[src/rtl/set_host_driver_if.sv]
// set_host_driver_if: job, SET engine and result signals of set_host_driver.
// master = the driver itself, slave = job source / SET engine / result consumer.
interface set_host_driver_if;
    // job source side
    logic        job_valid;
    logic        job_ready;
    logic [23:0] job_central;
    logic [11:0] job_radius;
    logic [1:0]  job_mode;
    // SET engine side
    logic        en;
    logic [23:0] central;
    logic [11:0] radius;
    logic [1:0]  mode;
    logic        busy;
    logic        valid;
    logic [7:0]  candidate;
    // result side
    logic        res_valid;
    logic        res_ready;
    logic [7:0]  res_data;
    logic [1:0]  res_mode;
    logic        timeout_err;

    modport master (
        input  job_valid, job_central, job_radius, job_mode,
        input  busy, valid, candidate, res_ready,
        output job_ready, en, central, radius, mode,
        output res_valid, res_data, res_mode, timeout_err
    );

    modport slave (
        output job_valid, job_central, job_radius, job_mode,
        output busy, valid, candidate, res_ready,
        input  job_ready, en, central, radius, mode,
        input  res_valid, res_data, res_mode, timeout_err
    );
endinterface

[src/rtl/set_host_driver.sv]
// set_host_driver: buffers SET jobs in a FIFO, issues each with a one-cycle
// en pulse, waits for the engine's valid strobe and returns the candidate.
// Ports: clk; rst (async, active low); bus (set_host_driver_if.master):
//   job_valid/job_ready/job_central/job_radius/job_mode  job push side
//   en/central/radius/mode/busy/valid/candidate          SET engine side
//   res_valid/res_ready/res_data/res_mode                result handshake
//   timeout_err                                          aborted-job pulse
// Optional feature macro: SET_HOST_TIMEOUT_EN (abort after TIMEOUT WAIT cycles).
module set_host_driver #(
    parameter int DEPTH   = 4,
    parameter int TIMEOUT = 2047
) (
    input  logic              clk,
    input  logic              rst,
    set_host_driver_if.master bus
);
    localparam int PW = $clog2(DEPTH);
    localparam int CW = PW + 1;
    localparam int JW = 38;

    typedef enum logic [1:0] {
        IDLE,
        ISSUE,
        WAIT,
        RESULT
    } state_t;

    generate
        if ((DEPTH < 2) || ((DEPTH & (DEPTH - 1)) != 0) || (TIMEOUT < 1)) begin : g_bad_param
            $error("set_host_driver: bad DEPTH/TIMEOUT");
        end
    endgenerate

    // job FIFO
    logic [JW-1:0] mem [DEPTH];
    logic [PW-1:0] wr_ptr;
    logic [PW-1:0] rd_ptr;
    logic [CW-1:0] count;
    logic [JW-1:0] head;
    logic          full;
    logic          empty;
    logic          push;
    logic          pop;

    // FSM and datapath
    state_t      state_q;
    state_t      state_d;
    logic        load_res;
    logic        res_done;
    logic        expired;
    logic        timeout_hit;
    logic [23:0] central_q;
    logic [11:0] radius_q;
    logic [1:0]  mode_q;
    logic        res_valid_q;
    logic [7:0]  res_data_q;
    logic [1:0]  res_mode_q;

    assign full  = (count == CW'(DEPTH));
    assign empty = (count == '0);
    // a full FIFO refuses the push even if the head leaves on the same edge
    assign push  = bus.job_valid & ~full;
    assign head  = mem[rd_ptr];

    always_ff @(posedge clk) begin
        if (push) begin
            mem[wr_ptr] <= {bus.job_central, bus.job_radius, bus.job_mode};
        end
    end

    always_ff @(posedge clk or negedge rst) begin
        if (!rst) begin
            wr_ptr <= '0;
            rd_ptr <= '0;
            count  <= '0;
        end else begin
            if (push) begin
                wr_ptr <= wr_ptr + 1'b1;
            end
            if (pop) begin
                rd_ptr <= rd_ptr + 1'b1;
            end
            unique case ({push, pop})
                2'b10:   count <= count + 1'b1;
                2'b01:   count <= count - 1'b1;
                default: count <= count;
            endcase
        end
    end

`ifdef SET_HOST_TIMEOUT_EN
    localparam int TW = $clog2(TIMEOUT + 1);
    localparam logic [TW-1:0] TMAX = TW'(TIMEOUT);

    logic [TW-1:0] wait_cnt;

    // cleared while in ISSUE so it reads 0 on the first WAIT cycle
    always_ff @(posedge clk or negedge rst) begin
        if (!rst) begin
            wait_cnt <= '0;
        end else if (state_q == ISSUE) begin
            wait_cnt <= '0;
        end else if ((state_q == WAIT) && (wait_cnt != TMAX)) begin
            wait_cnt <= wait_cnt + 1'b1;
        end
    end

    assign expired = (wait_cnt == TMAX);
`else
    assign expired = 1'b0;
`endif

    always_ff @(posedge clk or negedge rst) begin
        if (!rst) begin
            state_q <= IDLE;
        end else begin
            state_q <= state_d;
        end
    end

    always_comb begin
        state_d     = state_q;
        pop         = 1'b0;
        load_res    = 1'b0;
        res_done    = 1'b0;
        timeout_hit = 1'b0;
        unique case (state_q)
            IDLE: begin
                if (!empty && !bus.busy) begin
                    state_d = ISSUE;
                    pop     = 1'b1;
                end
            end
            ISSUE: begin
                state_d = WAIT;
            end
            WAIT: begin
                // a result arriving on the expiry cycle still wins
                if (bus.valid) begin
                    state_d  = RESULT;
                    load_res = 1'b1;
                end else if (expired) begin
                    state_d     = IDLE;
                    timeout_hit = 1'b1;
                end
            end
            RESULT: begin
                if (bus.res_ready) begin
                    state_d  = IDLE;
                    res_done = 1'b1;
                end
            end
            default: begin
                state_d = IDLE;
            end
        endcase
    end

    // job fields are held from issue until the next issue
    always_ff @(posedge clk or negedge rst) begin
        if (!rst) begin
            central_q <= '0;
            radius_q  <= '0;
            mode_q    <= '0;
        end else if (pop) begin
            {central_q, radius_q, mode_q} <= head;
        end
    end

    always_ff @(posedge clk or negedge rst) begin
        if (!rst) begin
            res_valid_q <= 1'b0;
            res_data_q  <= '0;
            res_mode_q  <= '0;
        end else if (load_res) begin
            res_valid_q <= 1'b1;
            res_data_q  <= bus.candidate;
            res_mode_q  <= mode_q;
        end else if (res_done) begin
            res_valid_q <= 1'b0;
        end
    end

    assign bus.job_ready   = ~full;
    assign bus.en          = (state_q == ISSUE);
    assign bus.central     = central_q;
    assign bus.radius      = radius_q;
    assign bus.mode        = mode_q;
    assign bus.res_valid   = res_valid_q;
    assign bus.res_data    = res_data_q;
    assign bus.res_mode    = res_mode_q;
    assign bus.timeout_err = timeout_hit;
endmodule
[src/flat_wrapper.sv]
// flat-port wrapper written by rule: the top's interface ports become plain ports
module set_host_driver_flat 
#(
    parameter int DEPTH   = 4,
    parameter int TIMEOUT = 2047
)
  (clk, rst, bus_job_valid, bus_job_central, bus_job_radius, bus_job_mode, bus_busy, bus_valid, bus_candidate, bus_res_ready, bus_job_ready, bus_en, bus_central, bus_radius, bus_mode, bus_res_valid, bus_res_data, bus_res_mode, bus_timeout_err);
  set_host_driver_if bus_i ();
  input  logic clk;
  input  logic rst;
  input wire logic [$bits(bus_i.job_valid)-1:0] bus_job_valid;
  input wire logic [$bits(bus_i.job_central)-1:0] bus_job_central;
  input wire logic [$bits(bus_i.job_radius)-1:0] bus_job_radius;
  input wire logic [$bits(bus_i.job_mode)-1:0] bus_job_mode;
  input wire logic [$bits(bus_i.busy)-1:0] bus_busy;
  input wire logic [$bits(bus_i.valid)-1:0] bus_valid;
  input wire logic [$bits(bus_i.candidate)-1:0] bus_candidate;
  input wire logic [$bits(bus_i.res_ready)-1:0] bus_res_ready;
  output wire logic [$bits(bus_i.job_ready)-1:0] bus_job_ready;
  output wire logic [$bits(bus_i.en)-1:0] bus_en;
  output wire logic [$bits(bus_i.central)-1:0] bus_central;
  output wire logic [$bits(bus_i.radius)-1:0] bus_radius;
  output wire logic [$bits(bus_i.mode)-1:0] bus_mode;
  output wire logic [$bits(bus_i.res_valid)-1:0] bus_res_valid;
  output wire logic [$bits(bus_i.res_data)-1:0] bus_res_data;
  output wire logic [$bits(bus_i.res_mode)-1:0] bus_res_mode;
  output wire logic [$bits(bus_i.timeout_err)-1:0] bus_timeout_err;
  assign bus_i.job_valid = bus_job_valid;
  assign bus_i.job_central = bus_job_central;
  assign bus_i.job_radius = bus_job_radius;
  assign bus_i.job_mode = bus_job_mode;
  assign bus_i.busy = bus_busy;
  assign bus_i.valid = bus_valid;
  assign bus_i.candidate = bus_candidate;
  assign bus_i.res_ready = bus_res_ready;
  assign bus_job_ready = bus_i.job_ready;
  assign bus_en = bus_i.en;
  assign bus_central = bus_i.central;
  assign bus_radius = bus_i.radius;
  assign bus_mode = bus_i.mode;
  assign bus_res_valid = bus_i.res_valid;
  assign bus_res_data = bus_i.res_data;
  assign bus_res_mode = bus_i.res_mode;
  assign bus_timeout_err = bus_i.timeout_err;
  set_host_driver #(.DEPTH(DEPTH), .TIMEOUT(TIMEOUT)) u_core (.clk(clk), .rst(rst), .bus(bus_i));
endmodule
[config.mk]
export PLATFORM = sky130hd
export DESIGN_NAME = set_host_driver_flat
export DESIGN_NICKNAME = d
export VERILOG_FILES = /design/src/rtl/set_host_driver_if.sv /design/src/rtl/set_host_driver.sv /design/src/flat_wrapper.sv
export SDC_FILE = /design/constraint.sdc
export NUM_CORES = 1
export LEC_CHECK = 0
export ABC_AREA = 1
export CAP_MARGIN = 0
export CORE_AREA = 2 2 180 94
export DETAILED_ROUTE_END_ITERATION = 10
export DIE_AREA = 0 0 182 96
export PLACE_DENSITY = 0.78
export SYNTH_ARGS = -nofsm -noshare
export SYNTH_HDL_FRONTEND = slang
export SYNTH_SLANG_ARGS = --single-unit
[constraint.sdc]
create_clock -name clk -period 3.78 [get_ports clk]
set_input_delay 0.567 -clock clk [delete_from_list [all_inputs] [get_ports clk]]
set_output_delay 0.567 -clock clk [all_outputs]
set_load 0.05 [all_outputs]
Word level (Yosys, flattened, before mapping)
Memory sizes are Yosys's and may differ from the RTL's. A register that Yosys moved wholly into a read port is not among the register bits.
Index checks and enable logic that the tools add are counted.

storage, ports and cells
  flip-flop bits (word level) = 20
  RAM bits = 152
  memories kept = 1

memories
  name        depth  width  read ports  clocked after Yosys merged registers in  wr ports  line                   RTL
  u_core.mem  4      38     1           1                                        1         set_host_driver.sv:35  logic [JW-1:0] mem [DEPTH];

cells by class
  add/sub/neg operators = 4
  eq/ne operators = 9
  muxes and demuxes = 15
  bitwise gates (word level) = 2
  reduce and logical (&&, ||, !) cells = 9

operators with widths
  cell                 count
  $mux 1               10
  $pmux 2 s4           1
  $eq 2x2->1 const B   3
  $mux 2               3
  $pmux 3 s2           1
  $add 2x1->2 const B  2
  $eq 2x1->1 const B   2
  $ne 2x2->1 const B   2
  $reduce_bool 2->1    2
  $add 3x1->3 const B  1
  $eq 3x3->1 const B   1
  $logic_not 1->1      3
  $logic_not 3->1      1
  $reduce_and 3->1     1
  $sub 3x1->3 const B  1
  $logic_not 2->1      1
  $ne 2x1->1 const B   1
  $and 1x1->1          1
  $logic_and 1x1->1    1
  $not 1->1            1

Longest topological paths before layout
  depth after elaboration = 7
  depth in mapped cells = 12
  depth with buffers taken out = 11

Worst setup path before layout
No wires, ideal clock.

  path type = reg2reg
  start point = register u_core.count[0]
  end point = memory u_core.mem[0][0], enable pin
  setup time = 0.433 ns
  data arrival time = 2.706 ns
  setup slack = 0.641 ns
  cell stages (with the launch flop) = 5
  period minus slack after synthesis = 3.139 ns
  path through = dfrtp_1 nor2_1 nand2_1 nand2_1 nor2_1

between the ends
  word-level cells in the longest chain between the ends = 5

RTL lines
  item                          line                   RTL
  start: declaration            set_host_driver.sv:38  logic [CW-1:0] count;
  start signal: assignment      set_host_driver.sv:84  2'b10: count <= count + 1'b1;
  start signal: assignment      set_host_driver.sv:85  2'b01: count <= count - 1'b1;
  start signal: assignment      set_host_driver.sv:86  default: count <= count;
  $eq 3x3->1                    set_host_driver.sv:59  assign full = (count == CW'(DEPTH));
  $not 1->1                     -
  named net bus_job_ready       flat_wrapper.sv:19     output wire logic [$bits(bus_i.job_ready)-1:0] bus_job_ready;
  $and 1x1->1                   set_host_driver.sv:62  assign push = bus.job_valid & ~full;
  $mux 1                        set_host_driver.sv:66  if (push) begin
  $mux 1 (not written as such)  set_host_driver.sv:67  mem[wr_ptr] <= {bus.job_central, bus.job_radius, bus.job_mode};
  end: declaration              set_host_driver.sv:35

The timed path passes the listed nets, and every way through them passes these cells.

Worst setup path in the final report
  start point = register u_core.state_q[1]
  end point = output port bus_en

between the ends
  word-level cells in the longest chain between the ends = 1

RTL lines
  item                      line                    RTL
  start: declaration        set_host_driver.sv:46   state_t state_q;
  start signal: assignment  set_host_driver.sv:117  state_q <= state_d;
  $eq 2x1->1                set_host_driver.sv:185  assign bus.en = (state_q == ISSUE);
  end: declaration          flat_wrapper.sv:20      output wire logic [$bits(bus_i.en)-1:0] bus_en;

No other way between the ends.

==> summary.md <==
| Metric | Value |
|---|---|
| Via/cell ratio | `5.00` |
| Least-Margin Pin Slew | `0.966 ns` |
| F_max | `393 MHz` |
| Crit-path max cell delay | `0.79 ns` |
| Initial core utilization | `53.6%` |
| Final wirelength | `16800 um` |
| CTS resizes | `0` |
| Lkg Pwr | `4.26 nW` |
| R2R setup slack | `1.57 ns` |
| DRC | `0` |
| H-tree levels | `1` |
| Drt wl/cell | `15.8 um` |
| Setup-failing EPs final | `0` |
| Initial antenna violation count | `0` |
| Reg2Reg Launch Point | `u_core.count[0]$_DFFE_PN0P_` |
| Hold Slack | `0.222 ns` |
| R2r worst-path depth | `5` |
| Max-slew violation count | `0` |
| Worst setup EP type | `output pin` |
| Power per cell area | `861 nW/um^2` |
| Min-delay worst type | `in -> async` |
| M1 GR Usage | `30.4%` |
| Critical path startpoint category | `register` |
| Hold_buf cts | `0` |
| CTS root buf | `clkbuf_16` |
| Global Route met3 Usage | `4.01%` |
| Final HPWL DP | `10100 um` |
| FF+latch count, synth | `210` |
| Mapped Avg Cell Area | `11.5 um^2` |
| Post-layout min period | `2.54 ns` |
| CP max stage cell | `clkdlybuf4s50_1` |
| Cells after Synth | `744` |
| Number of buffers created by CTS | `19` |
| Die area | `17500 um^2` |
| Non-Filler Instances | `1063` |
| Synth Net Count | `807` |
| Post-CTS Setup Inserts | `0` |
| N_diodes | `0` |
| CP Class | `reg -> out` |
| NumNets Final | `903` |
| Fin crit share | `67.3%` |
| Fin area | `10300 um^2` |
| Synth top area cells | `edfxtp_1, dfrtp_1, nand2_1` |
| Die width | `182 um` |
| First-pass GRT wire length | `26600 um` |
| Clock Path Buffers | `3` |
| Critical Path RT | `3.21 ns` |
| Pin count of the biggest net entering global routing | `64` |
| CP bufs+invs | `2` |
| Reg-to-Reg End | `u_core.mem[0][31]$_DFFE_PP_` |
| Clock Skew | `0.0179 ns` |
| Post-layout util | `64.9%` |
| Mapped cell area | `8540 um^2` |
| Relative slew margins | `35.6%` |
| Delay-heaviest family, CP | `buffers and inverters` |
| First-pass DRT Iterations | `5` |
| Die height | `96 um` |
| CP Cell Sequence | `inv_1, ha_1, clkdlybuf4s50_1` |
| Top-level I/O count | `104` |
| Yosys Warn Count | `0` |
| Worst Path Arrival | `1.98 ns` |
| Status | `complete, no violations` |
| Max-cap viol count | `0` |
| Vias | `5320` |
| Placed cell area | `9720 um^2` |
| Global Route met2 Usage | `30.0%` |
| CTS sink cnt | `210` |
| Seq/Total Area, Yosys | `70.4%` |
| Share of layout cells above drive strength 1 | `7.97%` |
| Busiest layer in global routing | `met1` |
| Critical path depth | `3` |
| Leading area contributor after synthesis | `edfxtp_1` |
| RSZ-0062 raised after global routing | `no` |
| Grt ovf | `0` |
| Overall Global Routing Usage | `19.9%` |
| Skew-Pair Late Insertion Delay | `0.49 ns` |
| CORE AREA | `15900 um^2` |
| DRT iter0 DRCs | `448` |
| Post-route ant nets | `0` |
| Port Buffer Count | `102` |
| CTS clock-pin slew for the worst setup and hold paths | `0.07 ns` |
| Setup TNS | `0 ns` |
| Area Growth Syn to Fin | `21.1%` |
| Top cell type's share of synthesized area | `53.4%` |
| CP Max Fanout | `4` |
| Post-synth cell types | `25` |
| Vias in the first global route | `5004` |
| GP Congestion | `0.748` |
| Pre-CTS setup slack | `1.05 ns` |
| # rows | `33` |
| Worst VDD drop | `0.446 mV` |
| Placed Cells incl. Taps | `1029` |
| Tot Pwr | `8.90 mW` |
| Final hold violation count | `0` |
| CTS tree | `done` |
| Final WS setup | `1.24 ns` |
## layout make-up
cell class,count,area (um^2)
flip-flops and latches,210,6020
fillers,1170,5600
multi-input cells,442,2150
repair buffers,111,1080
clock buffers,20,489
well taps,210,263
inverters,56,210
clock inverters,14,128
## cell usage after synthesis
cell type	number
nand2_1	247
edfxtp_1	152
nor2_1	84
dfrtp_1	58
inv_1	54
o211ai_1	38
or2_1	19
buf_2	18
clkbuf_1	10
ha_1	10
mux2_2	10
or2_0	10
or2_2	10
buf_4	5
buf_6	3
xor2_1	3
inv_2	2
nand3_1	2
o21ai_0	2
xnor2_1	2
a21oi_1	1
conb_1	1
fa_1	1
nand3_2	1
o21ai_1	1
## placed cells by master, fill, tap and decap left out, types with 3 or more instances in the layout
cell and n:
buf_4 9, clkbuf_16 19, clkdlybuf4s50_1 101, clkinv_1 5, clkinv_2 3, dfrtp_1 56, edfxtp_1 152, ha_1 10
inv_1 54, mux2_2 10, nand2_1 247, nor2_1 80, nor2_4 4, o211ai_1 38, or2_0 10, or2_1 19
or2_2 10, xor2_1 3
## cells by family after synthesis
family / count (synthesis) / share of synthesized area, %
mux: 10 / 1.32
xor+xnor: 5 / 0.513
other cells: 1 / 0.0439
flops: 210 / 70.4
simple gates: 373 / 17.6
buf+inv: 92 / 4.79
compound gates: 42 / 3.57
fa+ha+maj: 11 / 1.70
## worst reg2reg max path, stage by stage, from the launching register on
cell     delay [ns]
dfrtp_1        0.38
nor2_1         0.07
nand2_1        0.08
nand2_1        0.30
nor2_4         0.70
buf_4          0.38
## worst max path at each step
stage,to,start,slack (ns)
after global placement,u_core.mem[0][22]$_DFFE_PP_,bus_job_valid,1.07
after detailed placement,u_core.mem[0][22]$_DFFE_PP_,bus_job_valid,1.05
after floorplan,u_core.mem[0][0]$_DFFE_PP_,u_core.count[0]$_DFFE_PN0P_,0.64
after CTS,bus_en,u_core.state_q[1]$_DFFE_PN0P_,1.23
final,bus_en,u_core.state_q[1]$_DFFE_PN0P_,1.24
after global routing,bus_en,u_core.state_q[1]$_DFFE_PN0P_,1.17
## state kept, by name, summed over array words and instances, names as in the netlist
| signal | count |
|---|---|
| u_core.state_q | 2 |
| u_core.bus.res_mode | 2 |
| u_core.wr_ptr | 2 |
| u_core.bus.radius | 12 |
| u_core.bus.mode | 2 |
| u_core.bus.central | 24 |
| u_core.count | 3 |
| u_core.bus.res_data | 8 |
| u_core.rd_ptr | 2 |
| u_core.mem | 152 |
| u_core.bus.res_valid | 1 |
## metal layers
layer,part of all wire [%],wire [um]
met5,0,0
met2,44,7340
met4,1.1,179
met3,5.7,963
met1,50,8350
## power by group
part	total (mW)	switching (mW)	internal, mW
Sequential	3.54	0.403	3.14
Clock	1.90	0.822	1.08
Combinational	3.46	2.30	1.16
Note: power is estimated with default switching activity, not from simulation.
